===== src/rtl/fb_pkg.sv =====
// Shared types for the framebuffer port arbiter.
// Holds widths, read-return tags and the arbitration ranks.
package fb_pkg;

    localparam int FB_ADDR_W = 18;
    localparam int FB_DATA_W = 16;

    // Owner of a read in flight through the BRAM pipeline
    typedef enum logic [1:0] {
        TAG_NONE = 2'd0,
        TAG_VGA  = 2'd1,
        TAG_TRK  = 2'd2
    } rd_tag_t;

    // Arbitration winner; lower value means higher priority
    typedef enum logic [2:0] {
        SEL_IDLE  = 3'd0,
        SEL_VGA   = 3'd1,
        SEL_WR_HI = 3'd2,
        SEL_TRK   = 3'd3,
        SEL_WR_LO = 3'd4
    } arb_sel_t;

    function automatic logic is_write(arb_sel_t s);
        return (s == SEL_WR_HI) || (s == SEL_WR_LO);
    endfunction

    function automatic rd_tag_t sel_tag(arb_sel_t s);
        rd_tag_t t;
        t = TAG_NONE;
        if (s == SEL_VGA) t = TAG_VGA;
        if (s == SEL_TRK) t = TAG_TRK;
        return t;
    endfunction

endpackage


===== src/rtl/fb_write_fifo.sv =====
// Small circular FIFO buffering camera pixel writes.
// Caller guarantees no push when full without a pop, no pop when empty.
module fb_write_fifo #(
    parameter int DEPTH = 4,
    parameter int WIDTH = 34,
    localparam int PTR_W = (DEPTH > 1) ? $clog2(DEPTH) : 1,
    localparam int CNT_W = $clog2(DEPTH) + 1
) (
    input  logic             clk,
    input  logic             reset,
    input  logic             push,
    input  logic             pop,
    input  logic [WIDTH-1:0] din,
    output logic [WIDTH-1:0] head,
    output logic [CNT_W-1:0] count,
    output logic             full,
    output logic             empty
);

    logic [WIDTH-1:0] mem [DEPTH];
    logic [PTR_W-1:0] wr_ptr;
    logic [PTR_W-1:0] rd_ptr;

    assign head  = mem[rd_ptr];
    assign full  = (count == CNT_W'(DEPTH));
    assign empty = (count == '0);

    // Entry storage needs no reset; count gates every read of it
    always_ff @(posedge clk) begin
        if (push) mem[wr_ptr] <= din;
    end

    // Pointers wrap naturally; count tracks push/pop balance
    always_ff @(posedge clk or posedge reset) begin
        if (reset) begin
            wr_ptr <= '0;
            rd_ptr <= '0;
            count  <= '0;
        end else begin
            if (push) wr_ptr <= wr_ptr + PTR_W'(1);
            if (pop)  rd_ptr <= rd_ptr + PTR_W'(1);
            case ({push, pop})
                2'b10:   count <= count + CNT_W'(1);
                2'b01:   count <= count - CNT_W'(1);
                default: count <= count;
            endcase
        end
    end

endmodule


===== src/rtl/fb_port_arbiter.sv =====
// Shares one single-port framebuffer BRAM between VGA, camera and tracker.
// VGA reads win outright; camera writes queue in a FIFO; tracker handshakes.
module fb_port_arbiter
    import fb_pkg::*;
#(
    parameter int ADDR_W   = FB_ADDR_W,
    parameter int DATA_W   = FB_DATA_W,
    parameter int RD_LAT   = 2,
    parameter int WF_DEPTH = 4,
    parameter int HI_WATER = 3
) (
    input  logic              clk,
    input  logic              reset,
    input  logic              vga_req,
    input  logic [ADDR_W-1:0] vga_addr,
    output logic [DATA_W-1:0] vga_rdata,
    output logic              vga_rvalid,
    input  logic              cam_we,
    input  logic [ADDR_W-1:0] cam_addr,
    input  logic [DATA_W-1:0] cam_data,
    output logic              cam_full,
    output logic              cam_overflow,
    input  logic              clr_overflow,
    input  logic              trk_req,
    input  logic [ADDR_W-1:0] trk_addr,
    output logic              trk_grant,
    output logic [DATA_W-1:0] trk_rdata,
    output logic              trk_rvalid,
    output logic [ADDR_W-1:0] mem_addr,
    output logic [DATA_W-1:0] mem_din,
    output logic              mem_we,
    input  logic [DATA_W-1:0] mem_dout
);

    localparam int CNT_W = $clog2(WF_DEPTH) + 1;
    localparam int ENT_W = ADDR_W + DATA_W;

    logic [CNT_W-1:0] wf_count;
    logic             wf_full;
    logic             wf_empty;
    logic             wf_push;
    logic             wf_pop;
    logic             wf_drop;
    logic [ENT_W-1:0] wf_head;
    arb_sel_t         sel;
    rd_tag_t          tag_q [RD_LAT+1];

    fb_write_fifo #(
        .DEPTH (WF_DEPTH),
        .WIDTH (ENT_W)
    ) u_wfifo (
        .clk   (clk),
        .reset (reset),
        .push  (wf_push),
        .pop   (wf_pop),
        .din   ({cam_addr, cam_data}),
        .head  (wf_head),
        .count (wf_count),
        .full  (wf_full),
        .empty (wf_empty)
    );

    // Fixed-priority pick of the single access issued this cycle
    always_comb begin
        sel = SEL_IDLE;
        if (vga_req)
            sel = SEL_VGA;
        else if (wf_count >= CNT_W'(HI_WATER))
            sel = SEL_WR_HI;
        else if (trk_req)
            sel = SEL_TRK;
        else if (!wf_empty)
            sel = SEL_WR_LO;
    end

    // A full FIFO still accepts a write when its head drains this cycle
    assign wf_pop    = is_write(sel);
    assign wf_push   = cam_we && (!wf_full || wf_pop);
    assign wf_drop   = cam_we && !wf_push;
    assign cam_full  = wf_full;
    assign trk_grant = (sel == SEL_TRK) && !reset;

    // Register the winning access onto the BRAM port
    always_ff @(posedge clk or posedge reset) begin
        if (reset) begin
            mem_we   <= 1'b0;
            mem_addr <= '0;
            mem_din  <= '0;
        end else begin
            mem_we <= 1'b0;
            unique case (sel)
                SEL_VGA: mem_addr <= vga_addr;
                SEL_TRK: mem_addr <= trk_addr;
                SEL_WR_HI, SEL_WR_LO: begin
                    mem_we   <= 1'b1;
                    mem_addr <= wf_head[ENT_W-1 -: ADDR_W];
                    mem_din  <= wf_head[DATA_W-1:0];
                end
                default: ;
            endcase
        end
    end

    // Tags ride alongside the BRAM pipeline and steer returning data
    always_ff @(posedge clk or posedge reset) begin
        if (reset) begin
            for (int i = 0; i <= RD_LAT; i++) tag_q[i] <= TAG_NONE;
            vga_rvalid <= 1'b0;
            trk_rvalid <= 1'b0;
            vga_rdata  <= '0;
            trk_rdata  <= '0;
        end else begin
            tag_q[0] <= sel_tag(sel);
            for (int i = 1; i <= RD_LAT; i++) tag_q[i] <= tag_q[i-1];
            vga_rvalid <= (tag_q[RD_LAT] == TAG_VGA);
            trk_rvalid <= (tag_q[RD_LAT] == TAG_TRK);
            if (tag_q[RD_LAT] == TAG_VGA) vga_rdata <= mem_dout;
            if (tag_q[RD_LAT] == TAG_TRK) trk_rdata <= mem_dout;
        end
    end

    // Sticky drop flag; a drop in the clearing cycle keeps it set
    always_ff @(posedge clk or posedge reset) begin
        if (reset)
            cam_overflow <= 1'b0;
        else if (wf_drop)
            cam_overflow <= 1'b1;
        else if (clr_overflow)
            cam_overflow <= 1'b0;
    end

endmodule

===== config.mk =====
export PLATFORM = sky130hd
export DESIGN_NAME = fb_port_arbiter
export DESIGN_NICKNAME = d
export VERILOG_FILES = /design/src/rtl/fb_pkg.sv /design/src/rtl/fb_write_fifo.sv /design/src/rtl/fb_port_arbiter.sv
export SDC_FILE = /design/constraint.sdc
export NUM_CORES = 1
export LEC_CHECK = 0
export BUFFER_PORTS_ARGS = -buffer_cell sky130_fd_sc_hd__clkbuf_2
export CAP_MARGIN = 30
export CORE_MARGIN = 5
export CORE_UTILIZATION = 30
export DETAILED_ROUTE_END_ITERATION = 10
export GPL_TIMING_DRIVEN = 0
export HOLD_SLACK_MARGIN = 0.08
export MAX_ROUTING_LAYER = met4
export SLEW_MARGIN = 10
export SYNTH_ARGS = -nofsm -noshare
export SYNTH_HDL_FRONTEND = slang
export SYNTH_HIERARCHICAL = 1
export SYNTH_SLANG_ARGS = --single-unit
export TNS_END_PERCENT = 5

===== constraint.sdc =====
create_clock -name clk -period 4.1 [get_ports clk]
set_clock_uncertainty 0.2 [all_clocks]
set_input_delay 0.82 -clock clk [delete_from_list [all_inputs] [get_ports clk]]
set_output_delay 0.82 -clock clk [all_outputs]
set_load 0.02 [all_outputs]

==> metrics.txt <==
status=complete, no violations; first-pass GRT wire length=31910 um; max_slew headroom=about half; Placed Area=10220 sq um; Slew @ Worst Pin=0.7682 ns; Worst EP required=4.12 ns; clk sinks=219; internal power=5.273 mW; placeable core area=28860 sq um; Pwr Density=about 710 nW/um^2; Yosys cell types=36; # DRC=0; Nets=781; num rows=62; Setup CP Type=reg -> reg; IO Pins=164; LEAKAGE=4.234 nW; first-pass detailed-route iteration total=4; Worst EP arrival=3.73 ns; Pwr Total=7.758 mW; cell with the most instances after synthesis=edfxtp_1; DR iter-0 viols=between 200 and 300; CP max FO=18; crit-path max cell delay=0.67 ns; GRT busiest layer=met2; top_reg_cell synth=edfxtp_1; H-tree depth=1; drt via density=4.622; worst reg2reg path depth=8; Post-synth EDFFs=136; logic gate share of total power=32.2%; Synth top cells by count=136 x edfxtp_1, 83 x dfrtp_1, 48 x mux2_2; met2 GRT Util=19.21%; Die Height=181.2 um; M1 GR Usage=16.84%; Worst Hold Depth=0; Max VDD drop=0.4814 mV; worst-case clock buffer depth=3; number of CTS-inserted buffers=24; Root Driver=clkbuf_16; Synth top area share=46.42%; total track usage=12.63%; worst path cell trace=nor3_1 -> o2bb2ai_2 -> o21bai_1 -> buf_2 -> buf_2 -> a21boi_0 -> and2_2 -> buf_16; max-cap viol count=0; Critical Path Start Type=register; Die ar.=32850 sq um; Vias=5029; synthesis-to-finish area growth=24.95%; Worst-path clk slew=0.06 ns; type of the worst min-delay path=reg -> reg; Clk pwr share=26.4%; syn_area_per_cell=between 15 and 20 sq um; Period minus WS final=3.705 ns; RSZ-0062 raised after global routing=no; Psw=around 2.5 mW; post-synth top area cell=edfxtp_1; sequential share of the synthesized area=70.03%; Worst-Skew Late Latency=0.52 ns; number of global-route vias before repair=5362; GPL Wtd Cong=between 0.7 and 0.8; Starting Density=between 30 and 40%; net switching share of the total power=32.03%; number of synthesized register bits=~220; total routed wirelength=20550 um; most used cell, CP=buf_2; Synth Instances=488; max frequency=269.9 MHz; largest net degree at the start of global routing=60; port buffer count=163; # setup viols final=0; Post-DP HPWL=between 10000 and 15000 um; Crit-path slowest cell=and2_2; antenna violations before repair=3; Yosys warning count=6; grt total ovfl=0; Final Hold Slack=0.1494 ns; ratio of cells with drive above 1 in the final layout=44.51%; final instance area=between 10000 and 15000 sq um; Slew Limit Fails=0; Synth Net Count=586; period utilisation layout=90.37%; Die Width=around 180 um; M3 GR Usage=4.223%; CTS tree=yes; power share of the sequential group=41.4%; synthesized area=8797 sq um; WL per Instance=18.89 um; critical path capture point type=register; ANT nets after route=0; main area contributors after synthesis=edfxtp_1 46%, dfrtp_1 24%, mux4_2 7.2%; final hold violations=0; Synth async-reset ratio=37.90%
## power by group through the flow
stage	Sequential, mW	Clock (mW)	Combinational, mW
after floorplan	3.55	0	1.36
after global routing	3.28	2.24	2.71
after global placement	3.26	0	2.47
after detailed placement	3.26	0	2.55
after CTS	3.22	2.14	2.56
final	3.21	2.05	2.50
## layout by cell type, fill, tap and decap left out, types with 4 or more instances in the layout
master     count
mux4_1         6
xor2_1         4
nand2_1       20
edfxtp_1     136
buf_2         11
nand4b_1      18
buf_12         6
clkinv_2       4
o21ai_0       19
mux4_2        28
ha_1           5
a41oi_2       10
clkbuf_16     24
nor3_1        19
and2_2         4
clkbuf_2     163
a41oi_1        8
clkbuf_1      26
nor2b_1       19
dfrtp_1       83
inv_1         10
mux2_2        48
## kinds of logic (layout without fill, tap and decap cells)
family	after synthesis	after routing	share of synthesized area [%]
XOR/XNOR	6	6	0.5974
AND/OR/NAND/NOR	87	87	5.874
AO/OA/AOI/OAI	43	43	4.367
adder cells (fa/ha/maj)	6	6	0.9387
other	0	3	0
multiplexers	83	83	15.22
buffers and inverters	44	257	2.972
flip-flops	219	219	70.03
## final timing paths
| kind | start | to | slack (ns) |
|---|---|---|---|
| max in group asynchronous | reset | mem_addr[0]$_DFFE_PP0P_ | 2.48 |
| min in group asynchronous | reset | cam_overflow$_DFFE_PP0P_ | 0.62 |
| max | u_wfifo/count[0]$_DFFE_PP0P_ | u_wfifo/mem[3][32]$_DFFE_PP_ | 0.39 |
| min reg2reg | tag_q[4]$_DFF_PP0_ | tag_q[2]$_DFF_PP0_ | 0.15 |
| max reg2reg | u_wfifo/count[0]$_DFFE_PP0P_ | u_wfifo/mem[3][32]$_DFFE_PP_ | 0.39 |
| min | tag_q[4]$_DFF_PP0_ | tag_q[2]$_DFF_PP0_ | 0.15 |
## worst max-delay path: cells and delay by family (launching register included)
kind            cells  cell delay, ns
buf+inv             3            0.72
compound gates      3            1.19
simple gates        2            0.79
flops               1            0.48
## flip-flops by register name, summed over array words and instances (netlist names)
signal / count
cam_overflow: 1
mem_addr: 18
mem_din: 16
mem_we: 1
tag_q: 6
trk_rdata: 16
trk_rvalid: 1
u_wfifo/count: 3
u_wfifo/mem: 136
u_wfifo/rd_ptr: 2
u_wfifo/wr_ptr: 2
vga_rdata: 16
vga_rvalid: 1
## layout make-up
cell class	count	area, sq um
flip-flops and latches	219	6161
inverters	11	43.79
clock buffers	37	669.4
fillers	2749	17870
well taps	384	480.5
repair buffers	169	940.9
plain buffers	33	220.2
diodes	3	7.507
clock inverters	7	88.84
multi-input cells	225	2380
## through the flow
| step | utilization (%) | setup TNS [ns] | cells | worst slack, ns |
|---|---|---|---|---|
| after global placement | 34.98 | -118.82 | 1035 | -0.8447 |
| after CTS | 38.06 | 0 | 1085 | 0.3548 |
| after detailed placement | 35.40 | 0 | 1040 | 0.09825 |
| after global routing | 38.09 | 0 | 1088 | 0.1441 |
| after floorplan | - | 0 | 488 | 0.2605 |
| final | 38.09 | 0 | 1088 | 0.3947 |
## per-layer routing
layer | share of wire (%) | vias up
li1 | - | 2297
met1 | 45 | 2512
met2 | 45 | 194
met3 | 9.0 | 26
met4 | 1.8 | 0
met5 | 0 | -
## timing repair
action,4_1_cts,5_1_grt
buffers inserted,0,0
hold buffers,1,0
gates resized for setup,0,0
hold endpoints to repair,25,0
No activity file was read; power rests on OpenSTA's default activity.
